`src/rtl/odo_fuel_tracker.sv`:
```
// odo_fuel_tracker: integrates speed into odometer/trip distance and burns fuel into a % gauge; optional trip meter via TRIP_METER_EN
module odo_fuel_tracker #(
    parameter int unsigned TICK_CYCLES  = 50_000_000,
    parameter int unsigned ODO_INIT     = 0,
    parameter int unsigned ODO_MAX      = 99999,
    parameter int unsigned FUEL_INIT    = 100,
    parameter int unsigned FUEL_MAX     = 100,
    parameter int unsigned FUEL_LOW_TH  = 15,
    parameter int unsigned IDLE_BURN    = 2,
    parameter int unsigned BURN_PER_PCT = 1000
) (
    input  logic        clk,
    input  logic        rst,
    input  logic        engine_on,
    input  logic        is_side_brake,
    input  logic [7:0]  speed,
    input  logic        refuel_req,
    input  logic        trip_reset,
    output logic [31:0] odometer,
    output logic [7:0]  fuel,
    output logic        fuel_low,
    output logic        fuel_empty,
    output logic        km_tick,
    output logic [15:0] trip_dkm
);
    localparam int TW = TICK_CYCLES > 1 ? $clog2(TICK_CYCLES) : 1;
    localparam int BW = $clog2(2 * BURN_PER_PCT + 1);
    localparam logic [TW-1:0] TICK_LAST = TW'(TICK_CYCLES - 1);
    localparam logic [BW-1:0] BPP       = BW'(BURN_PER_PCT);
    localparam logic [7:0]    FMAX      = 8'(FUEL_MAX);
    localparam logic [7:0]    FLOW      = 8'(FUEL_LOW_TH);
    localparam logic [31:0]   OMAX      = 32'(ODO_MAX);

    typedef enum logic [1:0] {S_OFF, S_RUN, S_STARVED, S_REFUEL} state_t;

    state_t         state, state_nx;
    logic [TW-1:0]  tick_cnt;
    logic           tick;
    logic [8:0]     dist_acc;
    logic [BW-1:0]  burn_acc;
    logic [3:0]     tenth_cnt;
    logic [7:0]     eff;
    logic [9:0]     dist_sum;
    logic [BW-1:0]  burn_sum;
    logic           run_tick;
    logic           dkm;
    logic           burn_pct;

    assign tick     = tick_cnt == TICK_LAST;
    assign eff      = is_side_brake ? 8'd0 : speed;
    assign run_tick = tick && state == S_RUN;
    assign dist_sum = {1'b0, dist_acc} + {2'b00, eff};
    assign dkm      = run_tick && dist_sum >= 10'd360;
    assign burn_sum = burn_acc + BW'(eff) + BW'(IDLE_BURN);
    assign burn_pct = burn_sum >= BPP;

    // free-running integration tick, independent of engine state
    always_ff @(posedge clk) begin
        if (rst || tick) tick_cnt <= '0;
        else             tick_cnt <= tick_cnt + TW'(1);
    end

    // state register
    always_ff @(posedge clk) begin
        if (rst) state <= S_OFF;
        else     state <= state_nx;
    end

    // next state: engine_on outranks refuel_req; starvation only clears through engine off
    always_comb begin
        state_nx = state;
        case (state)
            S_OFF:     state_nx = engine_on ? (fuel != 8'd0 ? S_RUN : S_STARVED)
                                            : (refuel_req && fuel < FMAX ? S_REFUEL : S_OFF);
            S_RUN:     state_nx = !engine_on ? S_OFF : (fuel == 8'd0 ? S_STARVED : S_RUN);
            S_STARVED: state_nx = engine_on ? S_STARVED : S_OFF;
            S_REFUEL:  state_nx = (!refuel_req || engine_on || fuel >= FMAX) ? S_OFF : S_REFUEL;
            default:   state_nx = S_OFF;
        endcase
    end

    // distance and fuel integration; accumulators hold outside S_RUN
    always_ff @(posedge clk) begin
        if (rst) begin
            dist_acc  <= '0;
            burn_acc  <= '0;
            tenth_cnt <= '0;
            odometer  <= 32'(ODO_INIT);
            fuel      <= 8'(FUEL_INIT);
            km_tick   <= 1'b0;
        end else begin
            km_tick <= dkm && tenth_cnt == 4'd9;
            if (run_tick) begin
                dist_acc <= dkm ? 9'(dist_sum - 10'd360) : dist_sum[8:0];
                burn_acc <= burn_pct ? burn_sum - BPP : burn_sum;
                if (dkm) tenth_cnt <= tenth_cnt == 4'd9 ? 4'd0 : tenth_cnt + 4'd1;
                if (dkm && tenth_cnt == 4'd9) odometer <= odometer >= OMAX ? 32'd0 : odometer + 32'd1;
                if (burn_pct && fuel != 8'd0) fuel <= fuel - 8'd1;
            end else if (tick && state == S_REFUEL && fuel < FMAX) begin
                fuel <= fuel + 8'd1;
            end
        end
    end

    // gauge flags trail the fuel register by one cycle
    always_ff @(posedge clk) begin
        fuel_low   <= rst ? FUEL_INIT < FUEL_LOW_TH : fuel < FLOW;
        fuel_empty <= rst ? FUEL_INIT == 0 : fuel == 8'd0;
    end

`ifdef TRIP_METER_EN
    // trip meter in 0.1 km units; a coincident trip_reset beats the increment
    always_ff @(posedge clk) begin
        if (rst || trip_reset)             trip_dkm <= '0;
        else if (dkm && trip_dkm != '1)    trip_dkm <= trip_dkm + 16'd1;
    end
`else
    logic unused_trip;
    assign unused_trip = trip_reset;
    assign trip_dkm    = '0;
`endif
endmodule

```
`config.mk`:
```
export PLATFORM = sky130hd
export DESIGN_NAME = odo_fuel_tracker
export DESIGN_NICKNAME = d
export VERILOG_FILES = /design/src/rtl/odo_fuel_tracker.sv
export SDC_FILE = /design/constraint.sdc
export NUM_CORES = 1
export LEC_CHECK = 0
export ABC_CLOCK_PERIOD_IN_PS = 6300
export BUFFER_PORTS_ARGS = -buffer_cell sky130_fd_sc_hd__buf_2
export CORE_AREA = 3 3 128 130
export DETAILED_ROUTE_END_ITERATION = 16
export DIE_AREA = 0 0 131 133
export GPL_ROUTABILITY_DRIVEN = 0
export PLACE_DENSITY = 0.66
export RECOVER_POWER = 100
export SLEW_MARGIN = 25
export SYNTH_ARGS = -nofsm -noshare
export SYNTH_HDL_FRONTEND = slang
export SYNTH_SLANG_ARGS = --single-unit
```
`constraint.sdc`:
```
create_clock -name clk -period 6.3 [get_ports clk]
set_clock_uncertainty 0.15 [all_clocks]
set_input_delay 1.89 -clock clk [delete_from_list [all_inputs] [get_ports clk]]
set_output_delay 1.89 -clock clk [all_outputs]
set_load 0.03 [all_outputs]
```
==> impl_metrics.json, run 1 <==
{
  "regArea_sq_mm": 0.001902,
  "hpwl_mm": 9.977,
  "placed_cells": 1016,
  "hold_class": "reg2reg",
  "antenna_found_initial": 0,
  "synthArstFlopShare_pct": 0,
  "drt-total-wl_mm": 13.85,
  "cts_setup_buffers": 0,
  "clock_sinks": 95,
  "crit_top_cell": "o211ai_1",
  "max_freq_ghz": 0.1779,
  "path_clk_slew_ns": 0.07,
  "total_power_uw": 1214,
  "drcViolationCount": 0,
  "grt_max_degree": 52,
  "synth_top_area_cell": "dfxtp_1",
  "multi_input_area_sq_mm": 0.003961,
  "grt_pass1_vias": 4932,
  "fp-row-count": 45,
  "die_h_microns": 133,
  "port_buffers": 55,
  "htreeDepth": 3,
  "setup_tns_ns": 0,
  "syn-cell-area_sq_mm": 0.006262,
  "end_kind": "flip-flop",
  "synth_edf_count": 0,
  "grt_pass1_wl_mm": 23.57,
  "diodes": 0,
  "slew_viol_final": 52,
  "slowest_stage": "o211ai_1",
  "clk-insertion-delay-late_ns": 0.35,
  "powerDensity_mw_per_mm2": 177.0,
  "critPathMaxFanout": 21,
  "cts_hold_buf": 0,
  "track_usage_pct": 16.15,
  "dr.pass1.iters": 5,
  "finalHoldViolations": 0,
  "crit_type": "in2reg",
  "drt_first_iter_violations": 304,
  "netlist_instances": 775,
  "cts_max_path_buffers": 2,
  "met2_length_mm": 6.189,
  "finalCriticalPeriod_ns": 5.621,
  "ant_nets": 0,
  "crit_path_cell_trace": "buf_2, nor2b_1, ha_1, fa_1, a21o_1, a21boi_0, o221a_2, or3_1, o211ai_1, o211ai_1, a21oi_1, clkbuf_1, and2_0",
  "leakagePower_uw": 0.002565,
  "slowest_delay_ns": 0.45,
  "cp_data_arrival_time_ns": 5.76,
  "ys_seq_area_share_pct": 30.37,
  "dr_wl_met3_microns": 524,
  "slew_headroom_pct": -44.95,
  "finalNetCount": 859,
  "period_share_pct": 89.23,
  "ys_warn_count": 0,
  "topRoutingLayerUsed": "met4",
  "ys_seq_elements": 95,
  "area_growth_pct": 9.550,
  "dieArea_sq_mm": 0.01742,
  "violations": "capacitance limit, slew limit",
  "numCtsBuffers": 9,
  "wl_per_cell_microns": 13.43,
  "setup_viol_count_final": 0,
  "fp.dieW_microns": 131,
  "instances_no_fill": 1031,
  "ir_drop_mv": 0.1404,
  "worst_pin_slew_ns": 2.174,
  "crit_required_ns": 6.44,
  "critical-path-top-delay-family": "compound AO/OA/AOI/OAI gates",
  "avgSynthCellArea_sq_um": 8.080,
  "nFillCells": 1572,
  "yosysTopAreaCellShare_pct": 30.37,
  "start_kind": "primary input",
  "core_area_sq_mm": 0.01526,
  "via_per_inst": 5.332,
  "maxCapViolations": 1,
  "cp_num_buf_inv": 2,
  "vias": 5497,
  "wl_met1_mm": 7.008,
  "cts_tree": "built",
  "cts_resized": 0,
  "synth_cell_types": 83,
  "initial_utilization_pct": 41.04,
  "synthFlopType": "dfxtp_1",
  "pin_count": 73,
  "root_buffer": "clkbuf_16",
  "overflow": 0,
  "rsz0062_at_grt": "no",
  "synth_area_leaders": "dfxtp_1, ha_1, nor2_1",
  "status": "finished, violations left",
  "drive_above_1_share_pct": 7.927
}
[final timing paths]
check	start	end	slack (ns)	cells after the start
max	is_side_brake	odometer[28]$_SDFFE_PP0P_	0.68	13
min	burn_acc[1]$_SDFFE_PP0P_	burn_acc[1]$_SDFFE_PP0P_	0.30	2
max reg2reg	dist_acc[0]$_SDFFE_PP0P_	odometer[28]$_SDFFE_PP0P_	2.34	11
min reg2reg	burn_acc[1]$_SDFFE_PP0P_	burn_acc[1]$_SDFFE_PP0P_	0.30	2
[power by group]
| group | internal, uW | leakage, uW | switching, uW |
|---|---|---|---|
| Clock | 273 | 0.000139 | 250 |
| Sequential | 602 | 0.000766 | 2.53 |
| Combinational | 26.0 | 0.00166 | 60.7 |
[flip-flops by register name, summed over array words and instances (netlist names)]
| register | cells |
|---|---|
| burn_acc | 11 |
| dist_acc | 9 |
| fuel | 8 |
| fuel_empty | 1 |
| fuel_low | 1 |
| km_tick | 1 |
| odometer | 32 |
| state | 2 |
| tenth_cnt | 4 |
| tick_cnt | 26 |
[cell type report]
class	instances	share of cell area, %
multi-input cells	599	57.74
flip-flops and latches	95	27.72
repair buffers	66	4.195
well taps	211	3.848
clock buffers	9	3.283
inverters	45	2.462
clock inverters	6	0.7478
[metrics by stage]
step / instance area, sq um / worst slack, ns / hold slack, ns / utilization [%]
6_report: 6860 / 0.6787 / 0.3030 / 44.96
5_1_grt: 6860 / 0.4148 / 0.3371 / 44.96
4_1_cts: 6938 / 0.8950 / 0.3065 / 45.47
3_5_place_dp: 6661 / 0.5311 / 0.2975 / 43.66
3_3_place_gp: 6661 / 0.5331 / 0.2931 / 43.66
2_1_floorplan: 6319 / 0.9255 / 0.2819 / -
[cell families (layout without fill, tap and decap cells)]
logic type	count (synthesis)	in the layout	share of synthesized area (%)
AO/OA/AOI/OAI	158	158	18.46
XOR/XNOR	52	52	7.393
adder cells (fa/ha/maj)	31	31	6.494
buffers and inverters	96	126	7.153
flip-flops	95	95	30.37
multiplexers	18	18	3.077
other	1	16	0.05988
AND/OR/NAND/NOR	324	324	26.99
[per-layer routing]
metal  vias to the layer above  GRT usage [%]
li1                       2820              -
met1                      2580          23.76
met2                        89          23.79
met3                         8          3.512
met4                         0          4.114
met5                         -              0
[tightest hold or removal path, delay by kind of cell (launching register included)]
kind | cells | cell delay [ns]
AO/OA/AOI/OAI | 1 | 0.05
flip-flops | 1 | 0.31
AND/OR/NAND/NOR | 1 | 0.05
[cell usage in the layout (no fill, tap or decap), types with 14 or more instances in the layout]
cell type	Yosys	final
dfxtp_1	95	95
clkbuf_1	22	48
inv_1	45	45
and3_1	14	14
xnor2_1	29	29
conb_1	1	16
nand2_1	67	67
xor2_1	22	22
nor2_1	81	81
o21ai_0	19	19
a21oi_1	42	42
nand4_1	15	15
nor3_1	14	14
nand3_1	38	38
ha_1	26	26
[synth_stat cells, types with 18 or more instances]
master	number
ha_1	26
nor2_1	81
clkbuf_1	22
nand3_1	38
o21ai_0	19
nand2_1	67
buf_4	18
inv_1	45
a21oi_1	42
xor2_1	22
dfxtp_1	95
xnor2_1	29
(Power assumes the default switching activity.)
==> run 2, diff against run 1 <==
--- a/config.mk
+++ b/config.mk
@@ -5,14 +5,15 @@
 export SDC_FILE = /design/constraint.sdc
 export NUM_CORES = 1
 export LEC_CHECK = 0
-export ABC_CLOCK_PERIOD_IN_PS = 6300
+export ABC_CLOCK_PERIOD_IN_PS = 5100
 export BUFFER_PORTS_ARGS = -buffer_cell sky130_fd_sc_hd__buf_2
 export CORE_AREA = 3 3 128 130
 export DETAILED_ROUTE_END_ITERATION = 16
 export DIE_AREA = 0 0 131 133
 export GPL_ROUTABILITY_DRIVEN = 0
-export PLACE_DENSITY = 0.66
+export PLACE_DENSITY = 0.68
 export RECOVER_POWER = 100
+export SKIP_LAST_GASP = 1
 export SLEW_MARGIN = 25
 export SYNTH_ARGS = -nofsm -noshare
 export SYNTH_HDL_FRONTEND = slang
==> constraint.sdc (replaced) <==
create_clock -name clk -period 5.1 [get_ports clk]
set_clock_uncertainty 0.15 [all_clocks]
set_input_delay 1.53 -clock clk [delete_from_list [all_inputs] [get_ports clk]]
set_output_delay 1.53 -clock clk [all_outputs]
set_load 0.03 [all_outputs]
==> run 2 against run 1 <==
  * The run now ends clean
  * Power is 29% higher
  * First-iteration DRC count is 25% lower
  * Critical path depth is 2 higher
  * Cell area is 1.6% higher
  * Critical path type unchanged
  * Largest cell class unchanged
  * Highest routed layer unchanged
==> impl_metrics.json, run 2 (same netlist as run 1, synthesis figures left out) <==
{
  "track_usage_pct": 16.16,
  "placed_cells": 1028,
  "drive_above_1_share_pct": 8.884,
  "drt_first_iter_violations": 229,
  "max_freq_ghz": 0.2082,
  "ir_drop_mv": 0.1894,
  "slowest_stage": "or4b_2",
  "initial_utilization_pct": 41.04,
  "drt-total-wl_mm": 14.07,
  "root_buffer": "clkbuf_16",
  "whs_endpoint": "burn_acc[1]$_SDFFE_PP0P_",
  "hold_start": "burn_acc[1]$_SDFFE_PP0P_",
  "slowest_delay_ns": 0.65,
  "fp-row-count": 45,
  "grt_pass1_vias": 5104,
  "fp.dieW_microns": 131,
  "crit_type": "in2reg",
  "leakagePower_uw": 0.002626,
  "grt_pass1_wl_mm": 23.54,
  "area_growth_pct": 11.31,
  "end_kind": "flip-flop",
  "clock_sinks": 95,
  "whs_ns": 0.3108,
  "total_power_uw": 1571,
  "setup_tns_ns": 0,
  "cts_setup_buffers": 0,
  "worst_pin_slew_ns": 1.405,
  "htreeDepth": 3,
  "maxCapViolations": 0,
  "critPathMaxFanout": 7,
  "overflow": 0,
  "slew_viol_final": 0,
  "slew_headroom_pct": 6.328,
  "reg2reg_slack_ns": 1.39,
  "via_per_inst": 5.298,
  "worst_r2r_endpoint": "fuel[4]$_SDFFE_PP0P_",
  "powerDensity_mw_per_mm2": 225.4,
  "die_h_microns": 133,
  "port_buffers": 55,
  "cts_tree": "built",
  "wl_per_cell_microns": 13.47,
  "core_area_sq_mm": 0.01526,
  "finalNetCount": 871,
  "setup_viol_count_final": 0,
  "hpwl_mm": 10.14,
  "final_cell_mix": "dfxtp_1, nor2_1, nand2_1",
  "cp_data_arrival_time_ns": 4.90,
  "start_kind": "primary input",
  "status": "complete, no violations",
  "instances_no_fill": 1044,
  "largestRegisters": "odometer (32), tick_cnt (26), burn_acc (11)",
  "timing.rr.start": "burn_acc[1]$_SDFFE_PP0P_",
  "cts_hold_buf": 0,
  "vias": 5531,
  "critical-path-top-delay-family": "simple AND/OR/NAND/NOR gates",
  "period_share_pct": 94.18,
  "final_common_cell": "dfxtp_1",
  "cts_max_path_buffers": 2,
  "clk-insertion-delay-late_ns": 0.36,
  "dr.pass1.iters": 5,
  "cts_resized": 0,
  "rsz0062_at_grt": "no",
  "dieArea_sq_mm": 0.01742,
  "ant_nets": 0,
  "crit_path_cell_trace": "clkbuf_1, nand2b_1, ha_1, inv_1, ha_1, inv_1, fa_1, xor2_1, or4b_2, o21ai_0, nand2_1, nor3_1, buf_4, o21ai_2, mux2_2",
  "reg2reg_depth": 14,
  "diodes": 0,
  "crit_required_ns": 5.19,
  "path_clk_slew_ns": 0.07,
  "largest_register_ffs": 32,
  "finalHoldViolations": 0,
  "pin_count": 73,
  "drcViolationCount": 0,
  "cp_num_buf_inv": 4,
  "holdPathStages": 2,
  "numCtsBuffers": 9,
  "hold_class": "reg2reg",
  "grt_max_degree": 33,
  "top_register": "odometer",
  "antenna_found_initial": 0,
  "finalCriticalPeriod_ns": 4.803
}
run 2: changes by cell type in the layout (fill, tap and decap cells not counted):
cell       previous run  this run
buf_12                0         1
buf_2                11        10
buf_4                 7        15
bufinv_16             0         1
clkbuf_1             48        50
clkbuf_2              0         2
inv_6                 4         3
inv_8                 1         2
o41ai_1               8         9
o41ai_2               1         0
xor2_1               22        23
xor2_2                1         0
run 2: final cells by class:
type	instances	area, sq um
clock buffer	9	225.2
clock inverter	7	83.83
fill	1571	8288
inverter	45	168.9
multi-input combinational	599	3946
sequential	95	1902
tap	211	264.0
timing repair buffer	78	380.4
run 2: routing by layer:
metal,up-vias,global-route usage [%],part of all wire (%)
met1,2596,22.32,50
met3,8,3.714,3.1
met4,0,3.314,0.77
met2,74,25.73,46
li1,2853,-,-
met5,-,0,0
run 2: where the power goes:
group / switching, uW / internal, uW
clock: 321 / 392
combinational: 76.0 / 35.6
sequential: 3.02 / 744
total: 400 / 1170
run 2: through the flow:
step	util [%]	area, sq um	setup WS (ns)
after global routing	45.68	6970	0.02987
after detailed placement	44.33	6764	-0.03190
after global placement	44.33	6764	0.001531
after CTS	46.36	7073	0.3370
after floorplan	-	6319	0.08548
final	45.68	6970	0.2966
run 2: how the worst max path moves through the flow:
stage,from,endpoint,cells after the start
after global routing,is_side_brake,odometer[14]$_SDFFE_PP0P_,14
after CTS,is_side_brake,fuel[4]$_SDFFE_PP0P_,15
final,is_side_brake,fuel[4]$_SDFFE_PP0P_,15
after detailed placement,is_side_brake,fuel[4]$_SDFFE_PP0P_,15
after global placement,is_side_brake,fuel[1]$_SDFFE_PP0P_,15
after floorplan,is_side_brake,odometer[15]$_SDFFE_PP0P_,15
run 2: worst register-to-register path: cells and delay by family, from the launching register on:
family                   cells  cell delay [ns]
AO/OA/AOI/OAI                2             0.45
XOR/XNOR                     1             0.17
adder cells (fa/ha/maj)      3             0.84
AND/OR/NAND/NOR              3             1.00
flip-flops                   1             0.33
multiplexers                 1             0.31
buffers and inverters        4             0.34
